===== src/rtl/seg_ctrl_pkg.sv =====
// Shared definitions for the segment display SPI frame controller.
package seg_ctrl_pkg;

    localparam int FRAME_BITS = 9;
    localparam int CMD_BIT    = 8;

    typedef enum logic [1:0] {
        IDLE   = 2'd0,
        SHIFT  = 2'd1,
        COMMIT = 2'd2
    } fsm_state_e;

    typedef logic [7:0] seg_t;

endpackage


===== src/rtl/seg_scan_mux.sv =====
// Digit scanner: rotates a one-hot digit enable every SCAN_DIV clocks and
// registers the segment pattern of the currently enabled digit.
module seg_scan_mux
    import seg_ctrl_pkg::*;
#(
    parameter int NUM_DIGITS = 4,
    parameter int SCAN_DIV   = 1024
) (
    input  logic                    clk,
    input  logic                    rst_n,
    input  logic [8*NUM_DIGITS-1:0] digits_flat,
    output seg_t                    seg_out,
    output logic [NUM_DIGITS-1:0]   dig_en
);

    localparam int CW = $clog2(SCAN_DIV);
    localparam int PW = $clog2(NUM_DIGITS);
    localparam logic [CW-1:0] SCAN_LAST = CW'(SCAN_DIV - 1);

    logic [CW-1:0]         scan_cnt_r;
    logic [NUM_DIGITS-1:0] dig_en_r;
    logic [PW-1:0]         idx_r;
    seg_t                  seg_out_r;

    // Scan counter and digit rotation; idx_r tracks the one-hot position so
    // no decoder is needed on the read side.
    always_ff @(posedge clk or negedge rst_n) begin
        if (!rst_n) begin
            scan_cnt_r <= '0;
            dig_en_r   <= NUM_DIGITS'(1);
            idx_r      <= '0;
        end else if (scan_cnt_r == SCAN_LAST) begin
            scan_cnt_r <= '0;
            dig_en_r   <= {dig_en_r[NUM_DIGITS-2:0], dig_en_r[NUM_DIGITS-1]};
            idx_r      <= idx_r + PW'(1);
        end else begin
            scan_cnt_r <= scan_cnt_r + CW'(1);
        end
    end

    // Segment register follows the digit enabled in the previous cycle.
    always_ff @(posedge clk or negedge rst_n) begin
        if (!rst_n) begin
            seg_out_r <= '0;
        end else begin
            seg_out_r <= digits_flat[{idx_r, 3'b000} +: 8];
        end
    end

    assign seg_out = seg_out_r;
    assign dig_en  = dig_en_r;

endmodule


===== src/rtl/seg_frame_controller.sv =====
// SPI frame receiver for the segment display: synchronizes the SPI pins,
// assembles 9-bit LSB-first frames, executes pointer loads / digit writes and
// returns the addressed digit on miso.
module seg_frame_controller
    import seg_ctrl_pkg::*;
#(
    parameter int NUM_DIGITS = 4,
    parameter int SCAN_DIV   = 1024
) (
    input  logic                  clk,
    input  logic                  rst_n,
    input  logic                  cs_n,
    input  logic                  sck,
    input  logic                  mosi,
    output logic                  miso,
    output logic [7:0]            seg_out,
    output logic [NUM_DIGITS-1:0] dig_en,
    output logic                  frame_err
);

    localparam int PW = $clog2(NUM_DIGITS);

    logic sck_meta_r, sck_sync_r, sck_prev_r;
    logic cs_meta_r, cs_sync_r;
    logic mosi_meta_r, mosi_sync_r;
    logic sck_rise_s, sck_fall_s;

    fsm_state_e            state_r;
    logic [3:0]            bit_cnt_r;
    logic [FRAME_BITS-1:0] rx_sr_r;
    logic [FRAME_BITS-1:0] tx_sr_r;
    logic [PW-1:0]         ptr_r;
    seg_t                  digit_r [NUM_DIGITS];
    logic                  armed_r;
    logic                  frame_err_r;
    logic                  miso_r;

    logic [PW-1:0]         new_ptr_s;
    logic [PW-1:0]         ptr_inc_s;
    seg_t                  reload_s;
    logic [8*NUM_DIGITS-1:0] digits_flat_s;

    // Two-flop synchronizers; sck gets a third stage for edge detection.
    // cs_n resets to the "low" state so a frame already in progress at reset
    // is never picked up: armed_r only sets once cs_n is really seen high.
    always_ff @(posedge clk or negedge rst_n) begin
        if (!rst_n) begin
            sck_meta_r  <= 1'b0;
            sck_sync_r  <= 1'b0;
            sck_prev_r  <= 1'b0;
            cs_meta_r   <= 1'b0;
            cs_sync_r   <= 1'b0;
            mosi_meta_r <= 1'b0;
            mosi_sync_r <= 1'b0;
        end else begin
            sck_meta_r  <= sck;
            sck_sync_r  <= sck_meta_r;
            sck_prev_r  <= sck_sync_r;
            cs_meta_r   <= cs_n;
            cs_sync_r   <= cs_meta_r;
            mosi_meta_r <= mosi;
            mosi_sync_r <= mosi_meta_r;
        end
    end

    assign sck_rise_s = sck_sync_r & ~sck_prev_r;
    assign sck_fall_s = ~sck_sync_r & sck_prev_r;
    assign ptr_inc_s  = ptr_r + PW'(1);

    // Frame decode for COMMIT: next pointer and the digit to preload for the
    // following back-to-back frame.
    always_comb begin
        new_ptr_s = ptr_r;
        reload_s  = digit_r[ptr_r];
        if (rx_sr_r[CMD_BIT]) begin
            new_ptr_s = rx_sr_r[PW-1:0];
            reload_s  = digit_r[rx_sr_r[PW-1:0]];
        end else begin
            new_ptr_s = ptr_inc_s;
            reload_s  = digit_r[ptr_inc_s];
        end
    end

    // Frame FSM with all datapath registers and registered outputs.
    always_ff @(posedge clk or negedge rst_n) begin
        if (!rst_n) begin
            state_r     <= IDLE;
            bit_cnt_r   <= 4'd0;
            rx_sr_r     <= '0;
            tx_sr_r     <= '0;
            ptr_r       <= '0;
            armed_r     <= 1'b0;
            frame_err_r <= 1'b0;
            miso_r      <= 1'b0;
            for (int i = 0; i < NUM_DIGITS; i++) begin
                digit_r[i] <= '0;
            end
        end else begin
            frame_err_r <= 1'b0;
            miso_r      <= cs_sync_r ? 1'b0 : tx_sr_r[0];
            if (cs_sync_r) begin
                armed_r <= 1'b1;
            end
            case (state_r)
                IDLE: begin
                    if (armed_r && !cs_sync_r) begin
                        bit_cnt_r <= 4'd0;
                        tx_sr_r   <= {1'b0, digit_r[ptr_r]};
                        state_r   <= SHIFT;
                    end
                end
                SHIFT: begin
                    if (cs_sync_r) begin
                        if (bit_cnt_r != 4'd0) begin
                            frame_err_r <= 1'b1;
                        end
                        state_r <= IDLE;
                    end else if (sck_rise_s) begin
                        rx_sr_r   <= {mosi_sync_r, rx_sr_r[FRAME_BITS-1:1]};
                        bit_cnt_r <= bit_cnt_r + 4'd1;
                        if (bit_cnt_r == 4'(FRAME_BITS - 1)) begin
                            state_r <= COMMIT;
                        end
                    end else if (sck_fall_s && (bit_cnt_r != 4'd0)) begin
                        // The fall that ends the previous frame arrives after
                        // the reload, so falls before the first rise are ignored.
                        tx_sr_r <= {1'b0, tx_sr_r[FRAME_BITS-1:1]};
                    end
                end
                COMMIT: begin
                    if (!rx_sr_r[CMD_BIT]) begin
                        digit_r[ptr_r] <= rx_sr_r[7:0];
                    end
                    ptr_r <= new_ptr_s;
                    if (!cs_sync_r) begin
                        tx_sr_r   <= {1'b0, reload_s};
                        bit_cnt_r <= 4'd0;
                        state_r   <= SHIFT;
                    end else begin
                        state_r <= IDLE;
                    end
                end
                default: begin
                    state_r <= IDLE;
                end
            endcase
        end
    end

    // Flatten the digit bank for the scanner.
    always_comb begin
        digits_flat_s = '0;
        for (int i = 0; i < NUM_DIGITS; i++) begin
            digits_flat_s[8*i +: 8] = digit_r[i];
        end
    end

    seg_scan_mux #(
        .NUM_DIGITS (NUM_DIGITS),
        .SCAN_DIV   (SCAN_DIV)
    ) u_scan (
        .clk         (clk),
        .rst_n       (rst_n),
        .digits_flat (digits_flat_s),
        .seg_out     (seg_out),
        .dig_en      (dig_en)
    );

    assign miso      = miso_r;
    assign frame_err = frame_err_r;

endmodule


===== config.mk =====
export PLATFORM = sky130hd
export DESIGN_NAME = seg_frame_controller
export DESIGN_NICKNAME = d
export VERILOG_FILES = /design/src/rtl/seg_ctrl_pkg.sv /design/src/rtl/seg_scan_mux.sv /design/src/rtl/seg_frame_controller.sv
export SDC_FILE = /design/constraint.sdc
export NUM_CORES = 1
export LEC_CHECK = 0
export CORE_AREA = 4 4 107 109
export DETAILED_ROUTE_END_ITERATION = 8
export DIE_AREA = 0 0 111 113
export HOLD_SLACK_MARGIN = 0.03
export PLACE_DENSITY_LB_ADDON = 0.05
export SLEW_MARGIN = 20
export SYNTH_ARGS = -nofsm -noshare
export SYNTH_HDL_FRONTEND = slang
export SYNTH_SLANG_ARGS = --single-unit

===== constraint.sdc =====
create_clock -name clk -period 3.3 [get_ports clk]
set_clock_uncertainty 0.05 [all_clocks]
set_input_delay 0.495 -clock clk [delete_from_list [all_inputs] [get_ports clk]]
set_output_delay 0.495 -clock clk [all_outputs]
set_load 0.03 [all_outputs]

==> summary.txt, run 1 <==
Status
  – Outcome: finished clean

Timing
  – Max Slew Vio Count: 0
  – Period utilization: 0.692
  – Tmin final: approximately 2.3 ns
  – Worst-Margin Slew: slightly above 0.7 ns
  – Max Fclk: ~440 MHz
  – Max-slew headroom: 0.528
  – Setup_tns: 0 ns
  – RSZ-0062 raised after global routing: false
  – Setup Viol. Count Final: 0
  – Final hold vios: 0

Yosys
  – Post-synth EDFFs: 0
  – Post-synthesis cell count: 340
  – Syn. warnings: 0
  – Count of cell types in the netlist: 42
  – Post-synthesis sequential area ratio: 0.496
  – Main synth FF type: dfrtp_1
  – #FFs+latches synth: roughly 90
  – Post-Syn Area per Cell: roughly 14 µm²
  – Syn nets: approximately 360
  – Synthesized area: ~4600 µm²
  – Post-synth ARST share: 1.00

Setup path
  – Reg-to-reg startpoint: state_r[1]
  – Setup slack, reg-to-reg: around 1.0 ns
  – Setup crit start kind: register
  – CP arrival: 2.48 ns
  – CP endpoint kind: register
  – Critical path data required time: 3.49 ns
  – CP Max Fanout: 14
  – FF-to-FF End: tx_sr_r[6]
  – Crit Path Category: reg -> reg
  – Worst Reg-to-Reg Cells: 6

GRT
  – GRT Total Usage: 0.162
  – Total grt overflow: 0
  – Largest net degree at the start of global routing: 45
  – Initial antenna violation count: 0
  – First-pass GRT wire length: ~16000 µm
  – Vias in the first global route: between 2000 and 3000

Routing
  – DR pass1 iterations: 4
  – Routed WL: between 9000 and 10000 µm
  – ANT nets after route: 0
  – Via Count: 2771
  – Vias per inst: around 5.5
  – # DRC: 0
  – DRT iter0 DRCs: 97
  – WL/cell: between 15 and 20 µm

Floorplanning
  – I/O pin count: 19
  – Rows: 38
  – Initial Util: 0.434
  – Core area: about 11000 µm²
  – DIE HEIGHT: between 100 and 150 µm
  – DIE AREA: around 13000 µm²
  – Die W: roughly 110 µm

Clock network
  – Clock slew at reported path FFs: ~0.080 ns
  – Post-CTS setup buffer count: 0
  – H-tree depth: 3
  – Post-CTS sizing: 0
  – Clock Tree Buf Depth: 2
  – TritonCTS clock tree: built
  – # clock sinks: a little over 90
  – CTS Hold Bufs: 0
  – Worst-Skew Late Latency: between 0.3 and 0.4 ns
  – Inserted Clock Buffers: 9
  – Root buffer cell: clkbuf_8

Worst hold path
  – HP Class: in -> async

Power
  – Total power draw: 3.50 mW
  – LEAKAGE: about 2.3 nW
  – Max VDD drop: 278 µV
  – Pwr per Cell Area: between 600 and 700 nW/µm²

Final layout
  – Nets: roughly 380
  – Layout cell share with drive strength beyond 1: 0.303
  – Design area: ~5200 µm²
  – # diodes: 0
  – Syn-to-layout area delta: 12.4%

Flow run
  – Max-cap violation count: 0

Placement
  – Port Buffer Count: 18
  – GPL Wtd Cong: approximately 0.80
  – DP HPWL: just over 6000 µm
  – Placed cell areas: just under 5000 µm²
[Yosys cell counts (4+ instances only)]
master	count	area share
a21boi_0	6	0.0098
a21oi_1	15	0.016
buf_2	7	0.0076
clkbuf_1	5	0.0041
dfrtp_1	90	0.49
ha_1	11	0.030
inv_1	11	0.0090
mux2_2	55	0.13
mux2i_1	16	0.035
mux4_1	7	0.040
mux4_2	18	0.088
nand2_1	17	0.014
nand3_1	6	0.0065
nor2_1	16	0.013
nor2b_1	4	0.0054
o21ai_0	5	0.0054
o221a_2	6	0.015
xnor2_1	5	0.0095
[kinds of logic after synthesis]
| logic type | count (synthesis) | share of synthesized area |
|---|---|---|
| adders and majority gates | 11 | 0.0299 |
| buffers and inverters | 27 | 0.0272 |
| and+or+nand+nor | 64 | 0.0689 |
| AOI/OAI and AO/OA | 43 | 0.0653 |
| muxes | 96 | 0.298 |
| DFF | 91 | 0.496 |
| xor gates and xnor gates | 8 | 0.0152 |
[layer usage]
| layer | global-route usage | up-vias | share of wire |
|---|---|---|---|
| met5 | 0 | - | 0 |
| met4 | 0.0640 | 0 | 0.017 |
| met3 | 0.0230 | 11 | 0.019 |
| met2 | 0.241 | 24 | 0.45 |
| met1 | 0.241 | 1433 | 0.52 |
| li1 | - | 1303 | - |
[state kept, by name, indices dropped and copies added (netlist names), 4 cells and up]
signal	flops
digit_r	32
u_scan.scan_cnt_r	10
rx_sr_r	9
tx_sr_r	8
u_scan.seg_out	8
bit_cnt_r	4
u_scan.dig_en	4
[per-stage QoR]
step	instances	setup slack, ns	utilization	hold WS (ns)
after floorplan	340	0.578	-	0.149
after global placement	491	1.07	0.466	0.285
after detailed placement	491	1.02	0.466	0.285
after CTS	506	0.998	0.487	0.0870
after global routing	506	0.841	0.487	0.115
final	506	1.02	0.487	0.0720
[critical path, stage by stage (launching register included)]
cell     delay, ns
dfrtp_1       0.39
inv_1         0.07
ha_1          0.36
or3_1         0.41
a31o_2        0.28
o21ba_2       0.31
mux2_2        0.30
[worst max-delay path by stage]
stage / from / end / slack [ns] / cells after the start
detailed placement: state_r[1] / tx_sr_r[6] / 1.02 / 6
floorplan: ptr_r[0] / tx_sr_r[5] / 0.58 / 9
global route: state_r[1] / bit_cnt_r[3] / 0.84 / 6
finish: state_r[1] / tx_sr_r[6] / 1.02 / 6
CTS: state_r[1] / tx_sr_r[7] / 1.0 / 6
global placement: state_r[1] / tx_sr_r[6] / 1.07 / 6
[layout by cell type, fill, tap and decap left out, types with 3 or more instances in the layout]
cell type,Yosys,routed
a21oi_1,15,15
ha_1,11,11
nand2_1,17,17
xnor2_1,5,5
nand4_1,3,3
xor2_1,3,3
nor2b_1,4,4
a21boi_0,6,6
clkinv_2,0,3
nor2_1,16,16
o221a_2,6,6
mux2_2,55,55
mux2i_1,16,16
nand2b_1,3,3
dfrtp_1,90,90
clkdlybuf4s50_1,0,17
inv_1,11,11
clkbuf_8,0,9
o21ai_0,5,5
bufinv_16,0,3
mux4_1,7,7
nand3_1,6,6
buf_4,0,10
or3_1,3,3
mux4_2,18,18
[power breakdown]
part / internal [mW] / switching, mW
registers: 1.27 / 0.138
logic: 0.618 / 0.598
clock network: 0.495 / 0.382
[area by class of cell]
type                    instances  area [µm²]
well taps                     140         175
flip-flops and latches         91        2280
fillers                       943        5430
repair buffers                 27         245
clock buffers                   9         124
inverters                      11        41.3
multi-input cells             222        2200
clock inverters                 6         105
(Power assumes the default switching activity.)
==> run 2: changes to the inputs <==
==> constraint.sdc (replaced) <==
create_clock -name clk -period 2.15 [get_ports clk]
set_clock_uncertainty 0.05 [all_clocks]
set_input_delay 0.3225 -clock clk [delete_from_list [all_inputs] [get_ports clk]]
set_output_delay 0.3225 -clock clk [all_outputs]
set_load 0.03 [all_outputs]
==> run 2 against run 1 <==
Non-clock buffer count up 27. Die area did not move. Worst setup slack got worse by 1.0 ns. Power increased by 62%. First-iteration DRC count rose by 2.1%. Register-to-register slack got worse by 1.0 ns. Worst hold slack improved by 0.23 ns. Utilization up 2.5 points. Flip-flop and latch count is the same. Global-route usage up 0.54 points. Critical path depth unchanged. Cell count up 5.5%. Critical endpoint is now tx_sr_r[5].
==> summary.txt, run 2 (synthesized netlist as in run 1, its figures left out) <==
Flow run
  – Max-cap violation count: 0

Setup path
  – Cell Chain, Critical Path: inv_6, ha_4, mux4_2, and2_4, o32a_1, mux2_4
  – Crit Path Category: reg -> reg
  – Critical path data required time: 2.36 ns
  – Critical Path Slowest Stage Cell: mux4_2
  – CP arrival: roughly 2.3 ns
  – CP endpoint kind: register
  – CP Max Fanout: 6
  – Setup crit start kind: register
  – Largest stage delay, worst path: roughly 0.50 ns

GRT
  – Total grt overflow: 0
  – Vias in the first global route: between 3000 and 4000
  – GRT Total Usage: 0.167
  – Largest net degree at the start of global routing: a little over 40
  – Met2 Use GR: 0.258
  – Met1 usage: 0.240
  – First-pass GRT wire length: between 15000 and 20000 µm
  – Global route hottest layer: met2
  – Met3 usage: 0.0251
  – Initial antenna violation count: 0

Timing
  – Worst-Margin Slew: between 0.5 and 0.6 ns
  – Period utilization: 0.995
  – Max-slew headroom: 0.615
  – Tmin final: about 2.1 ns
  – Final hold vios: 0
  – RSZ-0062 raised after global routing: true
  – Max Fclk: 468 MHz
  – Max Slew Vio Count: 0
  – Setup Viol. Count Final: 0

Status
  – Outcome: finished clean

Routing
  – Via Count: roughly 3000
  – DRT iter0 DRCs: 99
  – ANT nets after route: 0
  – Routed WL: slightly below 10000 µm
  – WL/cell: ~18 µm
  – Vias per inst: ~5.5
  – # DRC: 0
  – DR pass1 iterations: 4

Final layout
  – FF/Latch Area: roughly 2300 µm²
  – Largest register FFs: 32
  – Nets: around 400
  – # diodes: 0
  – Area of the multi-input gates: 2230 µm²
  – Design area: between 5000 and 6000 µm²
  – Largest register by flop count: digit_r
  – Commonest non-fill, non-tap cell in the layout: dfrtp_1
  – Syn-to-layout area delta: 18.3%
  – Layout fillers: around 920
  – Layout cell share with drive strength beyond 1: 0.358
  – Largest registers: digit_r x32, u_scan.scan_cnt_r x10, rx_sr_r x9
  – Most frequent cells in the layout: dfrtp_1, mux2_2, buf_4

Floorplanning
  – Initial Util: 0.434
  – Die W: about 110 µm
  – DIE AREA: between 10000 and 15000 µm²
  – DIE HEIGHT: between 100 and 150 µm
  – Core area: roughly 11000 µm²
  – Rows: 38
  – I/O pin count: 19

Clock network
  – # clock sinks: 91
  – H-tree depth: 3
  – TritonCTS clock tree: built
  – Clock Tree Buf Depth: 2
  – Clock slew at reported path FFs: 0.09 ns
  – Root buffer cell: clkbuf_8
  – Inserted Clock Buffers: 9
  – Worst-Skew Late Latency: approximately 0.36 ns

Placement
  – DP HPWL: between 6000 and 7000 µm
  – Placed cell areas: roughly 5200 µm²
  – Port Buffer Count: 18
  – GPL Wtd Cong: ~0.8

Power
  – LEAKAGE: around 2.4 nW
  – Total power draw: between 5 and 6 mW
  – Max VDD drop: between 400 and 500 µV
  – Pwr per Cell Area: between 1000 and 1500 nW/µm²

Worst hold path
  – HP Class: reg -> reg
==> run 2: metal layers <==
metal,share of wire,vias to the layer above
li1,-,1362
met1,0.49,1495
met2,0.46,48
met3,0.034,12
met4,0.018,0
met5,0,-
==> run 2: final cells by class <==
class | instances | share of cell area
Clock buffer | 11 | 0.0242
Clock inverter | 5 | 0.0143
Timing Repair Buffer | 54 | 0.0920
Sequential cell | 91 | 0.419
Tap cell | 140 | 0.0322
Multi-Input combinational cell | 222 | 0.410
Inverter | 11 | 0.00851
==> run 2: metrics by stage <==
| stage | TNS (ns) | setup WS (ns) | utilization | cells | hold slack (ns) |
|---|---|---|---|---|---|
| 6_report | 0 | 0.0115 | 0.513 | 534 | 0.306 |
| 4_1_cts | 0 | 0.00634 | 0.509 | 530 | 0.308 |
| 3_5_place_dp | 0 | 0.0143 | 0.488 | 513 | 0.227 |
| 3_3_place_gp | 0 | 0.0275 | 0.488 | 513 | 0.227 |
| 5_1_grt | -0.0670 | -0.0511 | 0.513 | 534 | 0.310 |
| 2_1_floorplan | -0.393 | -0.273 | - | 340 | -0.0231 |
==> run 2: power by group <==
part / total (mW) / internal [mW] / leakage (nW) / switching (mW)
Sequential: 2.18 / 1.95 / 1.21 / 0.228
Clock: 1.24 / 0.652 / 0.103 / 0.591
Combinational: 2.25 / 1.26 / 1.09 / 0.993
Total: 5.67 / 3.86 / 2.41 / 1.81
==> run 2: what timing repair did <==
action,CTS,global route
pin swaps,0,3
setup buffers,0,4
endpoints found under the setup margin,4,17
hold buffers,1,0
endpoints found under the hold margin,25,0
gates resized for setup,1,4
==> run 2: final timing paths <==
check                           cells past startpoint   startpoint          endpoint  slack (ns)
worst max-delay path                                6     ptr_r[0]        tx_sr_r[5]        0.01
worst min-delay path                                0  mosi_meta_r       mosi_sync_r        0.31
worst max register to register                      6     ptr_r[0]        tx_sr_r[5]        0.01
worst min register to register                      0  mosi_meta_r       mosi_sync_r        0.31
max in group asynchronous                           3        rst_n  u_scan.dig_en[0]        1.10
min in group asynchronous                           2        rst_n      bit_cnt_r[1]        0.37
==> run 2: worst max-delay path: cells and delay by family, from the launching register on <==
kind | cells | cell delay (ns)
AOI/OAI and AO/OA | 1 | 0.28
DFF | 1 | 0.43
buffers and inverters | 1 | 0.05
muxes | 2 | 0.76
adders and majority gates | 1 | 0.31
and+or+nand+nor | 1 | 0.15
